### src/rtl/mem_access_pkg.sv
// Shared encodings for the RV32I MEM stage: memory ops, access sizes,
// load extension modes and the byte-serial transfer FSM states.
package mem_access_pkg;

   localparam logic [1:0] MemDisable  = 2'b00;
   localparam logic [1:0] MemRead     = 2'b01;
   localparam logic [1:0] MemWrite    = 2'b10;

   localparam logic [1:0] MemSelEmpty = 2'd0;
   localparam logic [1:0] MemSelByte  = 2'd1;
   localparam logic [1:0] MemSelHalf  = 2'd2;
   localparam logic [1:0] MemSelWord  = 2'd3;

   localparam logic       SEXT        = 1'b0;
   localparam logic       UEXT        = 1'b1;

   typedef enum logic [1:0] {
      MS_IDLE  = 2'd0,
      MS_XFER  = 2'd1,
      MS_RWAIT = 2'd2,
      MS_DONE  = 2'd3
   } mstate_t;

   // Number of bytes moved on the 8-bit RAM port for a given access size.
   function automatic logic [2:0] byte_count(input logic [1:0] sel);
      case (sel)
         MemSelByte: return 3'd1;
         MemSelHalf: return 3'd2;
         MemSelWord: return 3'd4;
         default:    return 3'd0;
      endcase
   endfunction

endpackage

### src/rtl/mem_access_if.sv
// Byte-wide shared RAM port with req/gnt arbitration to the memory controller.
interface mem_access_if #(
   parameter int ADDR_W = 32
);
   logic              req;
   logic              gnt;
   logic [ADDR_W-1:0] a;
   logic [7:0]        dout;
   logic              wr;
   logic [7:0]        din;

   modport master (output req, a, dout, wr, input gnt, din);
   modport slave  (input req, a, dout, wr, output gnt, din);
endinterface

### src/rtl/mem_access_load_ext.sv
// Combinational size/sign extender for assembled load data.
module mem_access_load_ext
   import mem_access_pkg::*;
#(
   parameter int DATA_W = 32
) (
   input  logic [DATA_W-1:0] i_buf,
   input  logic [1:0]        i_sel,
   input  logic              i_ext,
   output logic [DATA_W-1:0] o_wdata
);
   logic w_sb;
   logic w_sh;

   assign w_sb = (i_ext == SEXT) & i_buf[7];
   assign w_sh = (i_ext == SEXT) & i_buf[15];

   always_comb begin
      o_wdata = i_buf;
      case (i_sel)
         MemSelByte: o_wdata = {{(DATA_W-8){w_sb}},  i_buf[7:0]};
         MemSelHalf: o_wdata = {{(DATA_W-16){w_sh}}, i_buf[15:0]};
         default:    o_wdata = i_buf;
      endcase
   end
endmodule

### src/rtl/mem_access.sv
// MEM stage: runs each load/store as a byte-serial transfer on the shared RAM
// port and stalls the pipeline until the result is ready for mem_wb.
module mem_access
   import mem_access_pkg::*;
#(
   parameter int ADDR_W = 32,
   parameter int DATA_W = 32
) (
   input  logic              clk,
   input  logic              rst,
   input  logic [DATA_W-1:0] wdata_i,
   input  logic [4:0]        wd_i,
   input  logic              wreg_i,
   input  logic [1:0]        me_op_i,
   input  logic [ADDR_W-1:0] me_addr_i,
   input  logic [DATA_W-1:0] me_data_i,
   input  logic [1:0]        me_sel_i,
   input  logic              me_extend_i,
   input  logic              stall_i,
   mem_access_if.master      mem,
   output logic [DATA_W-1:0] wdata_o,
   output logic [4:0]        wd_o,
   output logic              wreg_o,
   output logic              stall_req_o
);
   mstate_t           r_state;
   mstate_t           w_next;
   logic [ADDR_W-1:0] r_addr;
   logic [DATA_W-1:0] r_data;
   logic [DATA_W-1:0] r_buf;
   logic [DATA_W-1:0] w_ext;
   logic [2:0]        r_n;
   logic [2:0]        r_cnt;
   logic [1:0]        r_sel;
   logic [1:0]        r_cap_idx;
   logic              r_ext;
   logic              r_is_rd;
   logic              r_cap;
   logic              w_start;
   logic              w_issue;
   logic              w_last;

   assign w_start = ((me_op_i == MemRead) || (me_op_i == MemWrite)) && (me_sel_i != MemSelEmpty);
   assign w_issue = (r_state == MS_XFER) && mem.gnt;
   assign w_last  = w_issue && (r_cnt == r_n - 3'd1);

   always_ff @(posedge clk) begin
      if (rst) r_state <= MS_IDLE;
      else     r_state <= w_next;
   end

   always_comb begin
      w_next = r_state;
      case (r_state)
         MS_IDLE:  if (w_start) w_next = MS_XFER;
         MS_XFER:  if (w_last)  w_next = r_is_rd ? MS_RWAIT : MS_DONE;
         MS_RWAIT: w_next = MS_DONE;
         MS_DONE:  if (!stall_i) w_next = MS_IDLE;
         default:  w_next = MS_IDLE;
      endcase
   end

   // Request fields are latched once; ex_mem is held by ctrl but may not be trusted mid-transfer.
   always_ff @(posedge clk) begin
      if ((r_state == MS_IDLE) && w_start) begin
         r_addr  <= me_addr_i;
         r_data  <= me_data_i;
         r_n     <= byte_count(me_sel_i);
         r_sel   <= me_sel_i;
         r_ext   <= me_extend_i;
         r_is_rd <= (me_op_i == MemRead);
      end
   end

   // Read data lags its address by one cycle, so the target byte lane rides along in r_cap_idx.
   always_ff @(posedge clk) begin
      if (rst) begin
         r_cnt     <= 3'd0;
         r_buf     <= '0;
         r_cap     <= 1'b0;
         r_cap_idx <= 2'd0;
      end else begin
         r_cap     <= w_issue && r_is_rd;
         r_cap_idx <= r_cnt[1:0];
         if ((r_state == MS_IDLE) && w_start) begin
            r_cnt <= 3'd0;
            r_buf <= '0;
         end else begin
            if (w_issue) r_cnt <= r_cnt + 3'd1;
            if (r_cap)   r_buf[{r_cap_idx, 3'b000} +: 8] <= mem.din;
         end
      end
   end

   mem_access_load_ext #(.DATA_W(DATA_W)) u_load_ext (
      .i_buf   (r_buf),
      .i_sel   (r_sel),
      .i_ext   (r_ext),
      .o_wdata (w_ext)
   );

   always_comb begin
      mem.req     = 1'b0;
      mem.a       = '0;
      mem.dout    = 8'h00;
      mem.wr      = 1'b0;
      wdata_o     = '0;
      wd_o        = 5'd0;
      wreg_o      = 1'b0;
      stall_req_o = 1'b0;
      if (!rst) begin
         wd_o   = wd_i;
         wreg_o = wreg_i;
         case (r_state)
            MS_IDLE: begin
               wdata_o     = wdata_i;
               stall_req_o = w_start;
            end
            MS_XFER: begin
               mem.req     = 1'b1;
               stall_req_o = 1'b1;
               wdata_o     = wdata_i;
               if (mem.gnt) begin
                  mem.a = r_addr + ADDR_W'(r_cnt);
                  if (!r_is_rd) begin
                     mem.wr   = 1'b1;
                     mem.dout = r_data[{r_cnt[1:0], 3'b000} +: 8];
                  end
               end
            end
            MS_RWAIT: stall_req_o = 1'b1;
            MS_DONE:  wdata_o = r_is_rd ? w_ext : wdata_i;
            default:  wdata_o = wdata_i;
         endcase
      end
   end
endmodule

### src/flat_wrapper.sv
// flat-port wrapper written by rule: the top's interface ports become plain ports
module mem_access_flat import mem_access_pkg::*;
#(
   parameter int ADDR_W = 32,
   parameter int DATA_W = 32
)
  (clk, rst, wdata_i, wd_i, wreg_i, me_op_i, me_addr_i, me_data_i, me_sel_i, me_extend_i, stall_i, wdata_o, wd_o, wreg_o, stall_req_o, mem_req, mem_a, mem_dout, mem_wr, mem_gnt, mem_din);
  mem_access_if #(.ADDR_W(ADDR_W)) mem_i ();
  input  logic clk;
  input  logic rst;
  input  logic [DATA_W-1:0] wdata_i;
  input  logic [4:0] wd_i;
  input  logic wreg_i;
  input  logic [1:0] me_op_i;
  input  logic [ADDR_W-1:0] me_addr_i;
  input  logic [DATA_W-1:0] me_data_i;
  input  logic [1:0] me_sel_i;
  input  logic me_extend_i;
  input  logic stall_i;
  output logic [DATA_W-1:0] wdata_o;
  output logic [4:0] wd_o;
  output logic wreg_o;
  output logic stall_req_o;
  output wire logic [$bits(mem_i.req)-1:0] mem_req;
  output wire logic [$bits(mem_i.a)-1:0] mem_a;
  output wire logic [$bits(mem_i.dout)-1:0] mem_dout;
  output wire logic [$bits(mem_i.wr)-1:0] mem_wr;
  input wire logic [$bits(mem_i.gnt)-1:0] mem_gnt;
  input wire logic [$bits(mem_i.din)-1:0] mem_din;
  assign mem_req = mem_i.req;
  assign mem_a = mem_i.a;
  assign mem_dout = mem_i.dout;
  assign mem_wr = mem_i.wr;
  assign mem_i.gnt = mem_gnt;
  assign mem_i.din = mem_din;
  mem_access #(.ADDR_W(ADDR_W), .DATA_W(DATA_W)) u_core (.clk(clk), .rst(rst), .wdata_i(wdata_i), .wd_i(wd_i), .wreg_i(wreg_i), .me_op_i(me_op_i), .me_addr_i(me_addr_i), .me_data_i(me_data_i), .me_sel_i(me_sel_i), .me_extend_i(me_extend_i), .stall_i(stall_i), .mem(mem_i), .wdata_o(wdata_o), .wd_o(wd_o), .wreg_o(wreg_o), .stall_req_o(stall_req_o));
endmodule
### config.mk
export PLATFORM = sky130hd
export DESIGN_NAME = mem_access_flat
export DESIGN_NICKNAME = d
export VERILOG_FILES = /design/src/rtl/mem_access_pkg.sv /design/src/rtl/mem_access_if.sv /design/src/rtl/mem_access_load_ext.sv /design/src/rtl/mem_access.sv /design/src/flat_wrapper.sv
export SDC_FILE = /design/constraint.sdc
export NUM_CORES = 1
export LEC_CHECK = 0
export CAP_MARGIN = 20
export CORE_ASPECT_RATIO = 1.4
export CORE_MARGIN = 10
export CORE_UTILIZATION = 49
export CTS_CLUSTER_SIZE = 25
export DETAILED_ROUTE_END_ITERATION = 6
export PLACE_DENSITY_LB_ADDON = 0.08
export SYNTH_ARGS = -nofsm -noshare
export SYNTH_HDL_FRONTEND = slang
export SYNTH_SLANG_ARGS = --single-unit
### constraint.sdc
create_clock -name clk -period 13.1 [get_ports clk]
set_clock_uncertainty 0.2 [all_clocks]
set_input_delay 3.275 -clock clk [delete_from_list [all_inputs] [get_ports clk]]
set_output_delay 3.275 -clock clk [all_outputs]
set_load 0.02 [all_outputs]
==> flow_summary.ini <==
[outcome]
status = completed

[clocking]
post_cts_resized = 0
clock_latency_ns = 0.35
root_buffer = clkbuf_16
cts_tree = done
cts.sinks = 111
clkSlewWorstSetupHoldPaths_ns = 0.07
postCtsSetupRepairBufs = 0
cts_buffers = 9
holdBufCountCts = 0
htree_levels = 3
cts_buffer_depth = 2

[setup_path]
crit_path_start_kind = input pin
crit_chain = clkdlybuf4s50_1 > nor2b_1 > nand2_1 > nor2_1 > and2_1 > clkdlybuf4s50_1
cp_slowest_cell = clkdlybuf4s50_1
crit_fanout = 23
critPathKind = input pin to primary output
critical-path-max-stage-delay_ns = 0.69
cp_common_cell = clkdlybuf4s50_1
worstPathRequired_ns = 9.62
critical_path_arrival_ns = 6.38
end_kind = primary output

[logic_synthesis]
synth_simple_gate_area_share_pct = 20.8
synth_edf_count = 71
syn_inst = 549
yosysMostFrequentCell = nor2_1
synth.distinct_cells = 46
ys_warn_count = 0
synth.area.mux_share_pct = 4.70
ys_seq_elements = 111
synthTopCellsByCount = 75 x nor2_1, 71 x edfxtp_1, 41 x a22oi_1
synth_top_family_by_area = simple AND/OR/NAND/NOR gates
synth_fa_ha_area_share_pct = 4.05
synth.avg_cell_area_um2 = 10.5
netlist.area_leader.share_pct = 37.1
yosysTopAreaCell = edfxtp_1
yosys-top-cells-area = edfxtp_1 37%, dfxtp_1 14%, a22oi_1 5.4%
synthArstFlopShare_pct = 0
seq_area_frac_synth_pct = 51.0
netlist_area_um2 = 5750
syn-num-nets = 686
synth_xor_area_share_pct = 2.37
synthFlopType = edfxtp_1
synth_compound_area_share_pct = 14.0

[global_route]
grt_max_degree = 73
grt_pass1_wl_um = 26100
track_usage_pct = 19.1
overflow = 0
antenna_found_initial = 0
grt_pass1_vias = 5111

[die]
dieHeight_um = 148
core_area_um2 = 11400
dieArea_um2 = 16500
rows = 46
initial_core_util_pct = 50.5
die_x_um = 112
pin_count = 200

[power]
powerDensity_nw_per_um2 = 140
p_leak_uw = 0.00283
ir_drop_mv = 0.0840

[sta]
min_period_over_period_pct = 75.3
fmax_ghz = 0.101
max_slew_margin_pct = 34.4
slew_viol_final = 0
rsz0062_at_grt = false
finalSetupViolations = 0
worst_pin_slew_ns = 0.984
fin_setup_tns_ns = 0
min_period_ns = 9.86
hold_viol = 0

[final_layout]
n_antenna_cell = 0
final_util_pct = 71.4
fill_cells = 865
drive_above_1_share_pct = 4.74
synthToLayoutAreaGrowth_pct = 41.6
nets = 871
fin_area_um2 = 8140

[detailed_routing]
totalWireLength_um = 16500
viasPerCell = 5.59
drt-initial-drc-count = 150
drc = 0
drt-pass1-iter-count = 5
ant_nets = 0
routedWlPerCell_um = 18.6
vias = 4933

[placed_design]
place_area_um2 = 7820
post-dp-hpwl_um = 13000
io_buffers = 199
gp_congestion = 0.880

[worst_hold_path]
hold_path_class = flop to flop

[flow_run]
cap_viol_max_count = 0
final timing paths:
check | startpoint | end | slack [ns] | depth (start not counted)
worst min-delay path | u_core.r_buf[24] | u_core.r_buf[24] | 0.31 | 2
worst max register to register | u_core.r_state[1] | u_core.r_buf[22] | 10.36 | 7
worst min register to register | u_core.r_buf[24] | u_core.r_buf[24] | 0.31 | 2
worst max-delay path | rst | mem_dout[3] | 3.24 | 6
metal layers:
metal | routed length, um | share of wire (%) | up-vias | GRT usage [%]
li1 | - | - | 2395 | -
met1 | 6130 | 37 | 2316 | 19.5
met4 | 427 | 2.6 | 0 | 7.35
met3 | 1470 | 8.9 | 27 | 6.92
met5 | 0 | 0 | - | 0
met2 | 8440 | 51 | 195 | 34.6
kinds of logic (layout without fill, tap and decap cells):
group           Yosys count  after routing
flops                   111            111
mux                      17             17
buf+inv                  43            233
fa+ha+maj                18             18
simple gates            231            231
compound gates          115            115
xor+xnor                 14             14
state kept, by name, indices dropped and copies added, names as in the netlist:
signal and flops:
u_core.r_state 2, u_core.r_sel 2, u_core.r_cap_idx 2, u_core.r_buf 32
u_core.r_is_rd 1, u_core.r_ext 1, u_core.r_cnt 3, u_core.r_cap 1
u_core.r_n 3, u_core.r_data 32, u_core.r_addr 32
critical path, delay by kind of cell:
family | cells | cell delay, ns
and+or+nand+nor | 4 | 1.78
buffers and inverters | 2 | 1.32
report_power, final:
group / internal (uW) / switching, uW
sequential: 436 / 32.1
clock: 154 / 130
combinational: 165 / 222
total: 755 / 384
cells in the final DEF, fill, tap and decap left out, types with 9 or more instances in the layout:
| master | synthesis | final |
|---|---|---|
| nand3_1 | 9 | 9 |
| a21oi_1 | 23 | 23 |
| clkdlybuf4s50_1 | 0 | 199 |
| nor2_1 | 75 | 74 |
| and2_1 | 14 | 14 |
| nand2_1 | 39 | 39 |
| nand2b_1 | 27 | 27 |
| mux2i_1 | 9 | 9 |
| edfxtp_1 | 71 | 71 |
| o21ai_0 | 14 | 14 |
| inv_1 | 16 | 16 |
| a32oi_1 | 16 | 16 |
| ha_1 | 17 | 17 |
| nor2b_1 | 19 | 19 |
| a22oi_1 | 41 | 41 |
| dfxtp_1 | 40 | 40 |
| clkbuf_16 | 0 | 9 |
through the flow:
step,total power [uW],setup WS [ns],hold WS [ns],cells
2_1_floorplan,700,2.28,0.268,549
3_3_place_gp,850,3.38,0.284,866
3_5_place_dp,863,3.25,0.291,866
4_1_cts,1150,3.25,0.309,882
5_1_grt,1200,2.94,0.338,883
6_report,1140,3.24,0.307,883
layout make-up:
type / instances / area (um^2) / area share, %
Clock buffer: 9 / 225 / 2.77
Tap cell: 144 / 180 / 2.21
Inverter: 16 / 60.1 / 0.738
Multi-Input combinational cell: 395 / 2650 / 32.5
Sequential cell: 111 / 2930 / 36.0
Clock inverter: 7 / 87.6 / 1.08
Timing Repair Buffer: 201 / 2010 / 24.7
No activity file was read; power rests on OpenSTA's default activity.
